[src/rtl/uart_pkg.sv]
// Shared types and helpers for the UART transmit arbiter.
package uart_pkg;

    // Arbiter sequencing states; the encoding is visible on debug probes.
    typedef enum logic [1:0] {
        IDLE      = 2'd0,
        SEND      = 2'd1,
        WAIT_LOW  = 2'd2,
        WAIT_DONE = 2'd3
    } uart_arb_state_e;

    // Width of a requester index; never narrower than one bit.
    function automatic int id_width(input int num_req);
        return (num_req <= 1) ? 1 : $clog2(num_req);
    endfunction

endpackage

[src/rtl/uart_rr_pick.sv]
// Combinational round-robin picker: first set mask bit at or above the
// pointer, wrapping modulo NumReq.
module uart_rr_pick
    import uart_pkg::*;
#(
    parameter  int NumReq = 2,
    localparam int IdW    = id_width(NumReq)
) (
    input  logic [NumReq-1:0] i_mask,
    input  logic [IdW-1:0]    i_ptr,
    output logic              o_found,
    output logic [IdW-1:0]    o_idx
);

    // w_rot_idx[k] is the requester examined k-th, i.e. (ptr + k) mod NumReq.
    logic [IdW-1:0]    w_rot_idx [NumReq];
    logic [NumReq-1:0] w_rot_hit;

    for (genvar gi = 0; gi < NumReq; gi++) begin : g_rot
        logic [IdW:0] w_sum;
        assign w_sum          = {1'b0, i_ptr} + (IdW+1)'(gi);
        assign w_rot_idx[gi]  = (w_sum >= (IdW+1)'(NumReq))
                              ? IdW'(w_sum - (IdW+1)'(NumReq))
                              : w_sum[IdW-1:0];
        assign w_rot_hit[gi]  = i_mask[w_rot_idx[gi]];
    end

    // Lowest rotated position wins; scanning downward lets it overwrite.
    always_comb begin
        o_found = 1'b0;
        o_idx   = '0;
        for (int k = NumReq - 1; k >= 0; k--) begin
            if (w_rot_hit[k]) begin
                o_found = 1'b1;
                o_idx   = w_rot_idx[k];
            end
        end
    end

endmodule

[src/rtl/uart_tx_arbiter.sv]
// Round-robin arbiter sharing one uart_tx between several byte streams,
// with message locking so multi-byte messages never interleave.
module uart_tx_arbiter
    import uart_pkg::*;
#(
    parameter  int NumReq       = 2,
    parameter  int DataBitsSize = 8,
    localparam int IdW          = id_width(NumReq)
) (
    input  logic                           clk,
    input  logic                           rst,
    input  logic [NumReq-1:0]              req_valid,
    input  logic [NumReq*DataBitsSize-1:0] req_data,
    input  logic [NumReq-1:0]              req_last,
    output logic [NumReq-1:0]              req_ready,
    output logic                           tx_write,
    output logic [DataBitsSize-1:0]        tx_write_data,
    input  logic                           tx_write_ready,
    output logic                           busy,
    output logic [IdW-1:0]                 grant_id,
    output logic                           locked
);

    uart_arb_state_e         r_state;
    uart_arb_state_e         w_state_next;
    logic [IdW-1:0]          r_ptr;
    logic [IdW-1:0]          r_grant_id;
    logic                    r_locked;
    logic [DataBitsSize-1:0] r_tx_data;

    logic [DataBitsSize-1:0] w_req_bytes [NumReq];
    logic [NumReq-1:0]       w_owner_mask;
    logic [NumReq-1:0]       w_pick_mask;
    logic                    w_found;
    logic [IdW-1:0]          w_pick_idx;
    logic [IdW-1:0]          w_ptr_next;
    logic                    w_accept;

    // Unpack the flattened byte bus and build the owner's one-hot mask.
    for (genvar gi = 0; gi < NumReq; gi++) begin : g_req
        assign w_req_bytes[gi]  = req_data[gi*DataBitsSize +: DataBitsSize];
        assign w_owner_mask[gi] = (r_grant_id == IdW'(gi));
    end

    // While a message is open only its owner may compete.
    assign w_pick_mask = r_locked ? (req_valid & w_owner_mask) : req_valid;

    uart_rr_pick #(
        .NumReq (NumReq)
    ) u_pick (
        .i_mask  (w_pick_mask),
        .i_ptr   (r_ptr),
        .o_found (w_found),
        .o_idx   (w_pick_idx)
    );

    assign w_ptr_next = (w_pick_idx == IdW'(NumReq - 1)) ? '0 : w_pick_idx + IdW'(1);

    // Next-state and handshake decode; acceptance only from IDLE with the
    // serializer ready, and never while reset is being applied.
    always_comb begin
        w_state_next = r_state;
        w_accept     = 1'b0;
        req_ready    = '0;
        case (r_state)
            IDLE: begin
                if (tx_write_ready && w_found && !rst) begin
                    w_accept     = 1'b1;
                    req_ready    = NumReq'(1) << w_pick_idx;
                    w_state_next = SEND;
                end
            end
            SEND:      w_state_next = WAIT_LOW;
            WAIT_LOW:  if (!tx_write_ready) w_state_next = WAIT_DONE;
            WAIT_DONE: if (tx_write_ready)  w_state_next = IDLE;
            default:   w_state_next = IDLE;
        endcase
    end

    // State register.
    always_ff @(posedge clk) begin
        if (rst) begin
            r_state <= IDLE;
        end else begin
            r_state <= w_state_next;
        end
    end

    // Capture byte, owner and lock on acceptance; the byte then stays put
    // for the whole frame because uart_tx shifts it out bit by bit.
    always_ff @(posedge clk) begin
        if (rst) begin
            r_tx_data  <= '0;
            r_grant_id <= '0;
            r_locked   <= 1'b0;
            r_ptr      <= '0;
        end else if (w_accept) begin
            r_tx_data  <= w_req_bytes[w_pick_idx];
            r_grant_id <= w_pick_idx;
            r_locked   <= !req_last[w_pick_idx];
            if (req_last[w_pick_idx]) begin
                r_ptr <= w_ptr_next;
            end
        end
    end

    assign tx_write      = (r_state == SEND);
    assign tx_write_data = r_tx_data;
    assign busy          = (r_state != IDLE);
    assign grant_id      = r_grant_id;
    assign locked        = r_locked;

endmodule

[config.mk]
export PLATFORM = sky130hd
export DESIGN_NAME = uart_tx_arbiter
export DESIGN_NICKNAME = d
export VERILOG_FILES = /design/src/rtl/uart_pkg.sv /design/src/rtl/uart_rr_pick.sv /design/src/rtl/uart_tx_arbiter.sv
export SDC_FILE = /design/constraint.sdc
export NUM_CORES = 1
export LEC_CHECK = 0
export CAP_MARGIN = 15
export CORE_AREA = 5 5 44 46
export CTS_BUF_LIST = sky130_fd_sc_hd__clkbuf_8
export DETAILED_ROUTE_END_ITERATION = 8
export DIE_AREA = 0 0 49 51
export DONT_BUFFER_PORTS = 1
export HOLD_SLACK_MARGIN = 0.15
export PLACE_DENSITY = 0.74
export SLEW_MARGIN = 20
export SYNTH_ARGS = -nofsm -noshare
export SYNTH_HDL_FRONTEND = slang
export SYNTH_SLANG_ARGS = --single-unit
[constraint.sdc]
create_clock -name clk -period 1.9 [get_ports clk]
set_clock_uncertainty 0.2 [all_clocks]
set_input_delay 0.19 -clock clk [delete_from_list [all_inputs] [get_ports clk]]
set_output_delay 0.19 -clock clk [all_outputs]
set_load 0.005 [all_outputs]
==> impl_metrics.csv <==
group,metric,value,unit
outcome,status,"finished clean",
worst_setup_path,reg2regPathDepth,5,
global_route,grt_overflow,0,
cts,cts_root_buf,"clkbuf_8",
worst_hold_path,hold_path_end,"r_ptr$_SDFFE_PP0P_",
cts,cts_sinks,13,
sta,rsz0062_at_grt,"false",
flow_run,max_cap_violations,0,
pwr,p_per_area,941,mW/mm²
cells_and_area,antennaDiodeCount,0,
logic_synthesis,synth_area_leaders,"dfxtp_1 36%, mux2i_1 15%, ha_1 7.0%",
worst_setup_path,crit_family,"simple AND/OR/NAND/NOR gates",
pwr,p_leak,0.423,nW
logic_synthesis,synth_edf_count,0,
worst_setup_path,cp.buffers_inverters,1,
cells_and_area,syn2layout_area_growth,39.2,%
worst_setup_path,crit_start,"locked$_SDFFE_PP0P_",
logic_synthesis,synth_top_family_by_area,"compound AO/OA/AOI/OAI gates",
logic_synthesis,synth.distinct_cells,27,
detailed_routing,routed_wl,1810,µm
logic_synthesis,ys_seq_area_share,36.4,%
detailed_routing,via_count,654,
detailed_routing,first_iter_violations,3,
logic_synthesis,synth_compound_area_share,21.0,%
place,detailed_place_hpwl,1140,µm
logic_synthesis,synth_xor_xnor_area_share,0,%
logic_synthesis,synth_nets,102,
worst_setup_path,cpPeakStageDelay,0.39,ns
detailed_routing,drt_pre_antenna_iters,4,
logic_synthesis,yosys.area.top_type,"dfxtp_1",
logic_synthesis,synth-seq-cells,13,
cts,cts_tree,"done",
logic_synthesis,async_flop_share,0,%
cts,clk_latency,0.24,ns
floorplan,rows,14,
place,io_buffers,0,
cts,htree_levels,1,
floorplan,core_region_area,0.00147,mm²
sta,tightest_slew,0.368,ns
worst_setup_path,path_cells,"or3b_4 > o211a_4 > buf_4 > and2_1",
global_route,antenna_found_initial,0,
cells_and_area,final_cell_count_no_fill,116,
cts,cts_buffers,3,
sta,finalSetupViolations,0,
floorplan,initial_core_util,48.6,%
floorplan,dieWidth,49,µm
global_route,grtUsageTotal,15.5,%
worst_hold_path,hold_depth,3,
logic_synthesis,synth-adder-area-share,7.01,%
detailed_routing,drc,0,
logic_synthesis,ys_warn_count,0,
floorplan,num_io_pins,37,
global_route,grt_pass1_wl,2950,µm
worst_hold_path,min_path_type,"in2reg",
worst_setup_path,cp-start-kind,"flip-flop",
sta,finalCriticalPeriod,1.84,ns
logic_synthesis,yosys.area.top_type_share,36.4,%
worst_setup_path,r2r_setup_slack,0.13,ns
global_route,grt_pass1_vias,657,
cts,clk_pin_slew,0.06,ns
place,place_congestion,0.725,
logic_synthesis,yosysMostFrequentCell,"dfxtp_1",
worst_setup_path,critPathMaxFanout,7,
logic_synthesis,syn_avg_cell_area,9.53,µm²
logic_synthesis,synth_simple_gate_area_share,10.5,%
worst_setup_path,r2r-end,"r_ptr$_SDFFE_PP0P_",
pwr,irDropWorstVdd,593,µV
sta,fin_crit_sh,97.0,%
sta,relSlewSlack,75.5,%
global_route,grt_max_degree,12,
worst_setup_path,crit_slowest_cell,"or3b_4",
sta,fmax,542,MHz
cells_and_area,nNetsFinal,128,
floorplan,dieHeight,51,µm
cts,ctsLongestPathBuffers,2,
sta,hold_viol,0,
sta,setup_tns,0,ns
place,dp_cells,91,
worst_setup_path,rr_startpoint,"locked$_SDFFE_PP0P_",
detailed_routing,wire_per_inst,15.6,µm
logic_synthesis,synth_cells,75,
sta,drv_slew,0,
worst_setup_path,required,1.51,ns
worst_hold_path,min-delay-start,"req_valid[1]",
floorplan,die_area,0.00250,mm²
logic_synthesis,synth_flop_cell,"dfxtp_1",
worst_setup_path,cp.arrival,1.45,ns
logic_synthesis,syn_area,714,µm²
logic_synthesis,synthMuxAreaShare,17.0,%
worst_setup_path,crit_type,"reg2out",
cells_and_area,drive_gt1_share,14.0,%
detailed_routing,ant_nets,0,
detailed_routing,vias_per_cell,5.64,
worst_setup_path,endpoint_kind,"output port",
logic_synthesis,ys_top_cells_by_count,"13 x dfxtp_1, 11 x mux2i_1, 7 x a21oi_1, 6 x inv_1, 6 x o21ai_1",
==> final cells by class <==
cell class,instances,area (µm²)
Clock buffer,3,41.3
Clock inverter,1,3.75
Fill cell,108,477
Inverter,6,22.5
Multi-Input combinational cell,52,408
Sequential cell,13,262
Tap cell,16,20.0
Timing Repair Buffer,25,238
==> cells in the final DEF, fill, tap and decap left out, types with 2 or more instances in the layout <==
master         instances
nand2_1                2
a211oi_1               2
nor2_1                 3
a21oi_1                7
mux2i_1               11
nor3_1                 2
o21ai_1                6
clkbuf_8               3
inv_1                  7
dfxtp_1               12
nor2b_1                2
ha_1                   4
buf_4                  5
dlygate4sd3_1         20
==> worst max path at each step <==
stage | endpoint | depth (start not counted)
final | req_ready[1] | 4
after global routing | req_ready[1] | 4
after CTS | req_ready[1] | 4
after detailed placement | r_ptr$_SDFFE_PP0P_ | 4
after global placement | r_ptr$_SDFFE_PP0P_ | 4
after floorplan | req_ready[1] | 4
==> cell families after synthesis <==
logic type               count (synthesis)
AO/OA/AOI/OAI                           22
adder cells (fa/ha/maj)                  4
buffers and inverters                   10
flip-flops                              13
multiplexers                            12
AND/OR/NAND/NOR                         14
==> metrics by stage <==
step	area [µm²]	hold WS (ns)	utilization [%]	total power [mW]	worst slack [ns]
final	995	0.165	67.6	0.936	0.0565
after global routing	995	0.183	67.6	1.01	0.00316
after CTS	990	0.159	67.3	0.940	0.0379
after detailed placement	729	0.0620	49.6	0.648	0.164
after global placement	729	0.0604	49.6	0.642	0.182
after floorplan	714	0.0589	-	0.604	0.175
==> worst register-to-register path, cell delays in order, from the launching register on <==
cell       delay [ns]
dfxtp_2          0.33
or3b_4           0.39
o211a_4          0.16
buf_4            0.16
and3_1           0.17
a2111oi_2        0.26
==> where the power goes <==
group,switching [mW],internal (mW),leakage [nW]
logic,0.159,0.165,0.290
registers,0.0461,0.326,0.107
clock network,0.0979,0.143,0.0269
total,0.303,0.633,0.423
==> timing repair <==
item / CTS / global route
buffers inserted: 1 / 0
endpoints found under the hold margin: 13 / 0
gates cloned: 0 / 0
endpoints found under the setup margin: 1 / 2
pin swaps: 1 / 0
hold buffers: 20 / 0
gates resized for setup: 2 / 3
==> metal layers <==
layer / part of all wire (%) / GRT usage, % / up-vias / wire (µm)
met2: 53 / 25.9 / 29 / 961
met3: 8.9 / 6.98 / 5 / 161
met1: 36 / 16.4 / 303 / 651
li1: - / - / 317 / -
met4: 2.0 / 8.07 / 0 / 36
met5: 0 / 0 / - / 0
==> registers in the layout, summed over array words and instances, names as in the netlist <==
register and flops:
grant_id 1, locked 1, r_ptr 1, r_state 2, tx_write_data 8
(Power assumes the default switching activity.)
